$ cat config.mk
export PLATFORM = sky130hd
export DESIGN_NAME = paddle_controller_flat
export DESIGN_NICKNAME = d
export VERILOG_FILES = /design/src/rtl/paddle_if.sv /design/src/rtl/paddle_controller.sv /design/src/flat_wrapper.sv
export SDC_FILE = /design/constraint.sdc
export NUM_CORES = 1
export LEC_CHECK = 0
export CAP_MARGIN = 5
export CORE_MARGIN = 1.5
export CORE_UTILIZATION = 55
export DETAILED_ROUTE_END_ITERATION = 10
export PLACE_DENSITY_LB_ADDON = 0.25
export SLEW_MARGIN = 15
export SYNTH_ARGS = -nofsm -noshare
export SYNTH_HDL_FRONTEND = slang
export SYNTH_SLANG_ARGS = --single-unit
$ cat constraint.sdc
create_clock -name CLK_100MHz -period 3.8 [get_ports CLK_100MHz]
set_input_delay 0.57 -clock CLK_100MHz [delete_from_list [all_inputs] [get_ports CLK_100MHz]]
set_output_delay 0.57 -clock CLK_100MHz [all_outputs]
set_load 0.005 [all_outputs]
$ cat src/rtl/paddle_if.sv
// Button/ball inputs and paddle status outputs for one paddle_controller instance.
// The master side is the game logic; the slave side is the paddle motion engine.
interface paddle_if #(
  parameter int POS_W = 10
);
  logic             btnUp;
  logic             btnDown;
  logic             autoMode;
  logic [POS_W-1:0] ballY;
  logic             freeze;
  logic [POS_W-1:0] paddleY;
  logic             moveUp;
  logic             moveDown;
  logic             delay;
  logic             atTop;
  logic             atBottom;

  modport master (
    output btnUp, btnDown, autoMode, ballY, freeze,
    input  paddleY, moveUp, moveDown, delay, atTop, atBottom
  );

  modport slave (
    input  btnUp, btnDown, autoMode, ballY, freeze,
    output paddleY, moveUp, moveDown, delay, atTop, atBottom
  );
endinterface

$ cat src/rtl/paddle_controller.sv
// Paddle motion engine: turns button or ball-tracking requests into paced, saturating
// vertical moves of a registered paddle position. One instance per player.
module paddle_controller #(
  parameter int POS_W        = 10,
  parameter int Y_MIN        = 0,
  parameter int Y_MAX        = 415,
  parameter int Y_INIT       = 208,
  parameter int STEP         = 4,
  parameter int DEADBAND     = 4,
  parameter int DELAY_CYCLES = 500000,
  parameter int CNT_W        = 20
) (
  input  logic     CLK_100MHz,
  input  logic     Reset,
  paddle_if.slave  bus
);

  localparam logic [1:0] SIDLE  = 2'd0;
  localparam logic [1:0] SUP    = 2'd1;
  localparam logic [1:0] SDOWN  = 2'd2;
  localparam logic [1:0] SDELAY = 2'd3;

  localparam logic [POS_W-1:0] YMIN_P   = POS_W'(Y_MIN);
  localparam logic [POS_W-1:0] YMAX_P   = POS_W'(Y_MAX);
  localparam logic [POS_W-1:0] YINIT_P  = POS_W'(Y_INIT);
  localparam logic [POS_W-1:0] STEP_P   = POS_W'(STEP);
  localparam logic [POS_W:0]   DB_X     = (POS_W+1)'(DEADBAND);
  localparam logic [CNT_W-1:0] DLY_LAST = CNT_W'(DELAY_CYCLES - 1);

  logic [1:0]       state_q,  state_d;
  logic [POS_W-1:0] paddle_q, paddle_d;
  logic [CNT_W-1:0] cnt_q,    cnt_d;

  logic             at_top, at_bottom;
  logic [POS_W:0]   pad_x, ball_x;
  logic             auto_up, auto_dn, raw_up, raw_dn, req_up, req_dn;

  assign at_top    = (paddle_q == YMIN_P);
  assign at_bottom = (paddle_q == YMAX_P);

  // One extra bit so ballY + DEADBAND cannot wrap near the top of the range.
  assign pad_x   = {1'b0, paddle_q};
  assign ball_x  = {1'b0, bus.ballY};
  assign auto_up = pad_x > (ball_x + DB_X);
  assign auto_dn = ball_x > (pad_x + DB_X);

  assign raw_up = bus.autoMode ? auto_up : (bus.btnUp & ~bus.btnDown);
  assign raw_dn = bus.autoMode ? auto_dn : (bus.btnDown & ~bus.btnUp);
  assign req_up = raw_up & ~at_top    & ~bus.freeze;
  assign req_dn = raw_dn & ~at_bottom & ~bus.freeze;

  always_comb begin
    // NOTE: every next-state signal gets a default here so no path infers a latch.
    state_d  = state_q;
    paddle_d = paddle_q;
    cnt_d    = cnt_q;
    case (state_q)
      SIDLE: begin
        if (req_up)      state_d = SUP;
        else if (req_dn) state_d = SDOWN;
      end
      SUP: begin
        paddle_d = ((paddle_q - YMIN_P) < STEP_P) ? YMIN_P : (paddle_q - STEP_P);
        cnt_d    = '0;
        state_d  = SDELAY;
      end
      SDOWN: begin
        paddle_d = ((YMAX_P - paddle_q) < STEP_P) ? YMAX_P : (paddle_q + STEP_P);
        cnt_d    = '0;
        state_d  = SDELAY;
      end
      SDELAY: begin
        if (!bus.freeze) begin
          if (cnt_q == DLY_LAST) state_d = SIDLE;
          else                   cnt_d   = cnt_q + CNT_W'(1);
        end
      end
      default: state_d = SIDLE;
    endcase
  end

  always_ff @(posedge CLK_100MHz) begin
    // NOTE: state registers use non-blocking assignment so all of them update together.
    if (Reset) begin
      state_q  <= SIDLE;
      paddle_q <= YINIT_P;
      cnt_q    <= '0;
    end else begin
      state_q  <= state_d;
      paddle_q <= paddle_d;
      cnt_q    <= cnt_d;
    end
  end

  assign bus.paddleY  = paddle_q;
  assign bus.moveUp   = (state_q == SUP);
  assign bus.moveDown = (state_q == SDOWN);
  assign bus.delay    = (state_q == SDELAY);
  assign bus.atTop    = at_top;
  assign bus.atBottom = at_bottom;

endmodule

$ cat src/flat_wrapper.sv
// flat-port wrapper written by rule: the top's interface ports become plain ports
module paddle_controller_flat 
#(
  parameter int POS_W        = 10,
  parameter int Y_MIN        = 0,
  parameter int Y_MAX        = 415,
  parameter int Y_INIT       = 208,
  parameter int STEP         = 4,
  parameter int DEADBAND     = 4,
  parameter int DELAY_CYCLES = 500000,
  parameter int CNT_W        = 20
)
  (CLK_100MHz, Reset, bus_btnUp, bus_btnDown, bus_autoMode, bus_ballY, bus_freeze, bus_paddleY, bus_moveUp, bus_moveDown, bus_delay, bus_atTop, bus_atBottom);
  paddle_if #(.POS_W(POS_W)) bus_i ();
  input  logic CLK_100MHz;
  input  logic Reset;
  input wire logic [$bits(bus_i.btnUp)-1:0] bus_btnUp;
  input wire logic [$bits(bus_i.btnDown)-1:0] bus_btnDown;
  input wire logic [$bits(bus_i.autoMode)-1:0] bus_autoMode;
  input wire logic [$bits(bus_i.ballY)-1:0] bus_ballY;
  input wire logic [$bits(bus_i.freeze)-1:0] bus_freeze;
  output wire logic [$bits(bus_i.paddleY)-1:0] bus_paddleY;
  output wire logic [$bits(bus_i.moveUp)-1:0] bus_moveUp;
  output wire logic [$bits(bus_i.moveDown)-1:0] bus_moveDown;
  output wire logic [$bits(bus_i.delay)-1:0] bus_delay;
  output wire logic [$bits(bus_i.atTop)-1:0] bus_atTop;
  output wire logic [$bits(bus_i.atBottom)-1:0] bus_atBottom;
  assign bus_i.btnUp = bus_btnUp;
  assign bus_i.btnDown = bus_btnDown;
  assign bus_i.autoMode = bus_autoMode;
  assign bus_i.ballY = bus_ballY;
  assign bus_i.freeze = bus_freeze;
  assign bus_paddleY = bus_i.paddleY;
  assign bus_moveUp = bus_i.moveUp;
  assign bus_moveDown = bus_i.moveDown;
  assign bus_delay = bus_i.delay;
  assign bus_atTop = bus_i.atTop;
  assign bus_atBottom = bus_i.atBottom;
  paddle_controller #(.POS_W(POS_W), .Y_MIN(Y_MIN), .Y_MAX(Y_MAX), .Y_INIT(Y_INIT), .STEP(STEP), .DEADBAND(DEADBAND), .DELAY_CYCLES(DELAY_CYCLES), .CNT_W(CNT_W)) u_core (.CLK_100MHz(CLK_100MHz), .Reset(Reset), .bus(bus_i));
endmodule
==> key figures <==
Setup path
  – Crit end category: register
  – Critical Path RT: 4.03 ns
  – Crit Path Category: input port to register
  – Critical Path Source Type: input port
  – Worst R2R Setup Slack: 0.85 ns
  – Worst Path Max Fanout: 4
  – Critical path arrival: 3.48 ns

Run
  – MaxCap Viol Count: 0

Logic synthesis
  – Area contributors post-synth: dfxtp_1 (23%), ha_1 (15%), xnor2_1 (6.6%), nor2_1 (6.0%), inv_1 (3.2%)
  – Post-Synthesis Cells: 341
  – Area share of the largest cell type after synthesis: 23.23%
  – #FFs+latches synth: 31
  – Synth cell types: 58
  – EDFF count, synth: 0
  – Mapped Area: 2671 um2
  – Share of flip-flops with an asynchronous set or reset: 0%
  – Post-synth top area cell: dfxtp_1
  – Primary FF master, synth: dfxtp_1
  – Syn Area/Cell: 7.834 um2
  – Sequential share of the synthesized area: 23.23%
  – Syn nets: 388
  – Warnings from Yosys: 0

Global route
  – Total grt overflow: 0
  – GR Util All Layers: 26.02%
  – Number of global-route vias before repair: 2230
  – Initial antenna violation count: 0
  – Global-route wire length before repair: 10660 um
  – Largest net degree at the start of global routing: 19

Floorplanning
  – Die area: 5284 um2
  – Starting density of the core: 56.93%
  – Die Ht: 72.69 um
  – Std-Cell Rows: 25
  – Core ar.: 4692 um2
  – Die width: 72.69 um
  – Ports: 31

Cells and area
  – N_diodes: 0
  – Final #Nets: 408
  – Layout cells sized above 1: 6.630%
  – Area Overhead vs Synth: 14.71%

Route
  – Routed WL: 6545 um
  – Wire length per cell: 15.73 um
  – DR vias: 2518
  – Vias per inst: 6.053
  – Drt initial violations: 155
  – Pre-Repair DR Iteration Count: 4
  – Drt drc: 0
  – ANT nets after route: 0

Clocking
  – Clock buffer depth: 2
  – Postcts setup bufs: 0
  – # H-tree levels: 2
  – Root Buffer: clkbuf_8
  – Clock sink total: 31
  – CTS tree: yes
  – Hold-fix buffers, CTS: 0
  – CTS buffer count: 5
  – Post-CTS Resized: 0
  – Clock Latency Late Sink: 0.29 ns
  – Clk slew on worst S/H paths: 0.07 ns

STA
  – Worst-Margin Slew: 1.066 ns
  – Final Hold Vio Count: 0
  – Worst slew margin: 28.27%
  – RSZ-0062 raised after global routing: false
  – Final worst setup slack: 0.5525 ns
  – Setup_tns: 0 ns
  – Post-Route Skew: 0.006599 ns
  – Period utilization: 85.46%
  – Count of pins over their slew limit: 0
  – Post-route minimum period: 3.247 ns
  – Max Fclk: 307.9 MHz
  – Setup violators final: 0

Pwr
  – IR drop worst, VDD: 0.5238 mV
  – P_leak: 1.161 nW
  – Pwr/cell area: 552.0 nW/um2

Run status
  – Status: finished, final reports clean

Placement
  – Final HPWL from detailed placement: 4788 um
  – I/O Buffers: 30
  – RePlAce Congestion: 0.8479
  – Dpl ws: 0.2801 ns

Hold path
  – Worst min path class: register to register
-- layer usage --
layer | global-route usage, % | up-vias | wire, um
met3 | 4.972 | 8 | 367
met1 | 37.18 | 1165 | 3263
li1 | - | 1267 | -
met4 | 7.547 | 0 | 89
met2 | 39.76 | 78 | 2824
met5 | 0 | - | 0
-- area by class of cell --
cell class / instances / area, um2
Timing Repair Buffer: 32 / 315.3
Inverter: 23 / 86.33
Multi-Input combinational cell: 268 / 1874
Sequential cell: 31 / 620.6
Clock buffer: 8 / 100.1
Tap cell: 54 / 67.56
Fill cell: 414 / 1628
-- per-stage QoR --
step / instance area (um2) / total power [mW] / cells / hold WS (ns) / util (%)
after global placement: 2964 / 1.365 / 408 / 0.5204 / 63.17
after floorplan: 2671 / 1.121 / 341 / 0.4912 / -
final: 3064 / 1.691 / 416 / 0.5539 / 65.31
after detailed placement: 2964 / 1.377 / 408 / 0.5297 / 63.17
after global routing: 3064 / 1.825 / 416 / 0.5686 / 65.31
after CTS: 3064 / 1.683 / 416 / 0.5555 / 65.31
-- kinds of logic after synthesis --
| logic type | share of synthesized area [%] |
|---|---|
| multiplexers | 1.733 |
| XOR/XNOR | 9.508 |
| flip-flops | 23.23 |
| buffers and inverters | 6.604 |
| AND/OR/NAND/NOR | 24.50 |
| AO/OA/AOI/OAI | 19.91 |
| adder cells (fa/ha/maj) | 14.52 |
-- flip-flops by register name, summed over array words and instances, names as in the netlist --
name and flops:
u_core.cnt_q 20, u_core.bus.paddleY 9, u_core.state_q 2
-- worst paths after layout --
check | from | to | cells after the start
max | bus_ballY[2] | u_core.state_q[0] | 12
min | u_core.cnt_q[12] | u_core.cnt_q[12] | 2
max reg2reg | u_core.bus.paddleY[2] | u_core.state_q[0] | 11
min reg2reg | u_core.cnt_q[12] | u_core.cnt_q[12] | 2
-- synth_stat cells, types with 2 or more instances --
master and n:
a2111oi_0 5, a211oi_1 8, a21o_1 6, a21oi_1 17, a311oi_1 3, a31o_2 3
a31oi_1 7, and2_1 2, and3_1 6, and4_1 2, buf_2 3, buf_4 2
clkbuf_1 13, dfxtp_1 31, ha_1 31, inv_1 23, mux2i_1 2, nand2_1 19
nand2b_1 2, nand3_1 17, nand4_1 10, nor2_1 43, nor2b_1 4, nor3_1 9
nor4_1 3, o21ai_0 8, or2_2 3, or3b_2 2, xnor2_1 20, xor2_1 9
-- critical path: stages --
cell	delay (ns)
clkdlybuf4s50_1	0.53
ha_1	0.21
nand3_1	0.12
nor2_1	0.20
xnor2_1	0.09
ha_1	0.31
nand4_1	0.14
a211oi_1	0.24
a211oi_1	0.09
or4b_2	0.67
a21oi_1	0.15
mux2_4	0.16
-- layout by cell type, fill, tap and decap left out, types with 2 or more instances in the layout --
cell,synthesis,routed
and2_1,2,2
nand4_1,10,10
a21oi_1,17,17
a2111oi_0,5,5
a311oi_1,3,3
nand2_1,19,19
a21o_1,6,6
nor2b_1,4,4
inv_1,23,23
o21ai_0,8,8
a211oi_1,8,8
ha_1,31,31
a31o_2,3,3
or2_2,3,3
dfxtp_1,31,31
or3b_2,2,2
and4_1,2,2
nand3_1,17,17
xor2_1,9,9
nor3_1,9,9
and3_1,6,6
mux2i_1,2,2
clkdlybuf4s50_1,0,30
a31oi_1,7,7
nand2b_1,2,2
buf_4,2,2
nor2_1,43,43
xnor2_1,20,20
nor4_1,3,3
clkbuf_8,0,7
-- report_power, final --
| part | switching, mW | internal, mW | leakage (nW) |
|---|---|---|---|
| registers | 0.119 | 0.369 | 0.251 |
| logic | 0.504 | 0.398 | 0.858 |
| clock network | 0.136 | 0.166 | 0.0515 |
No activity file was read; power rests on OpenSTA's default activity.
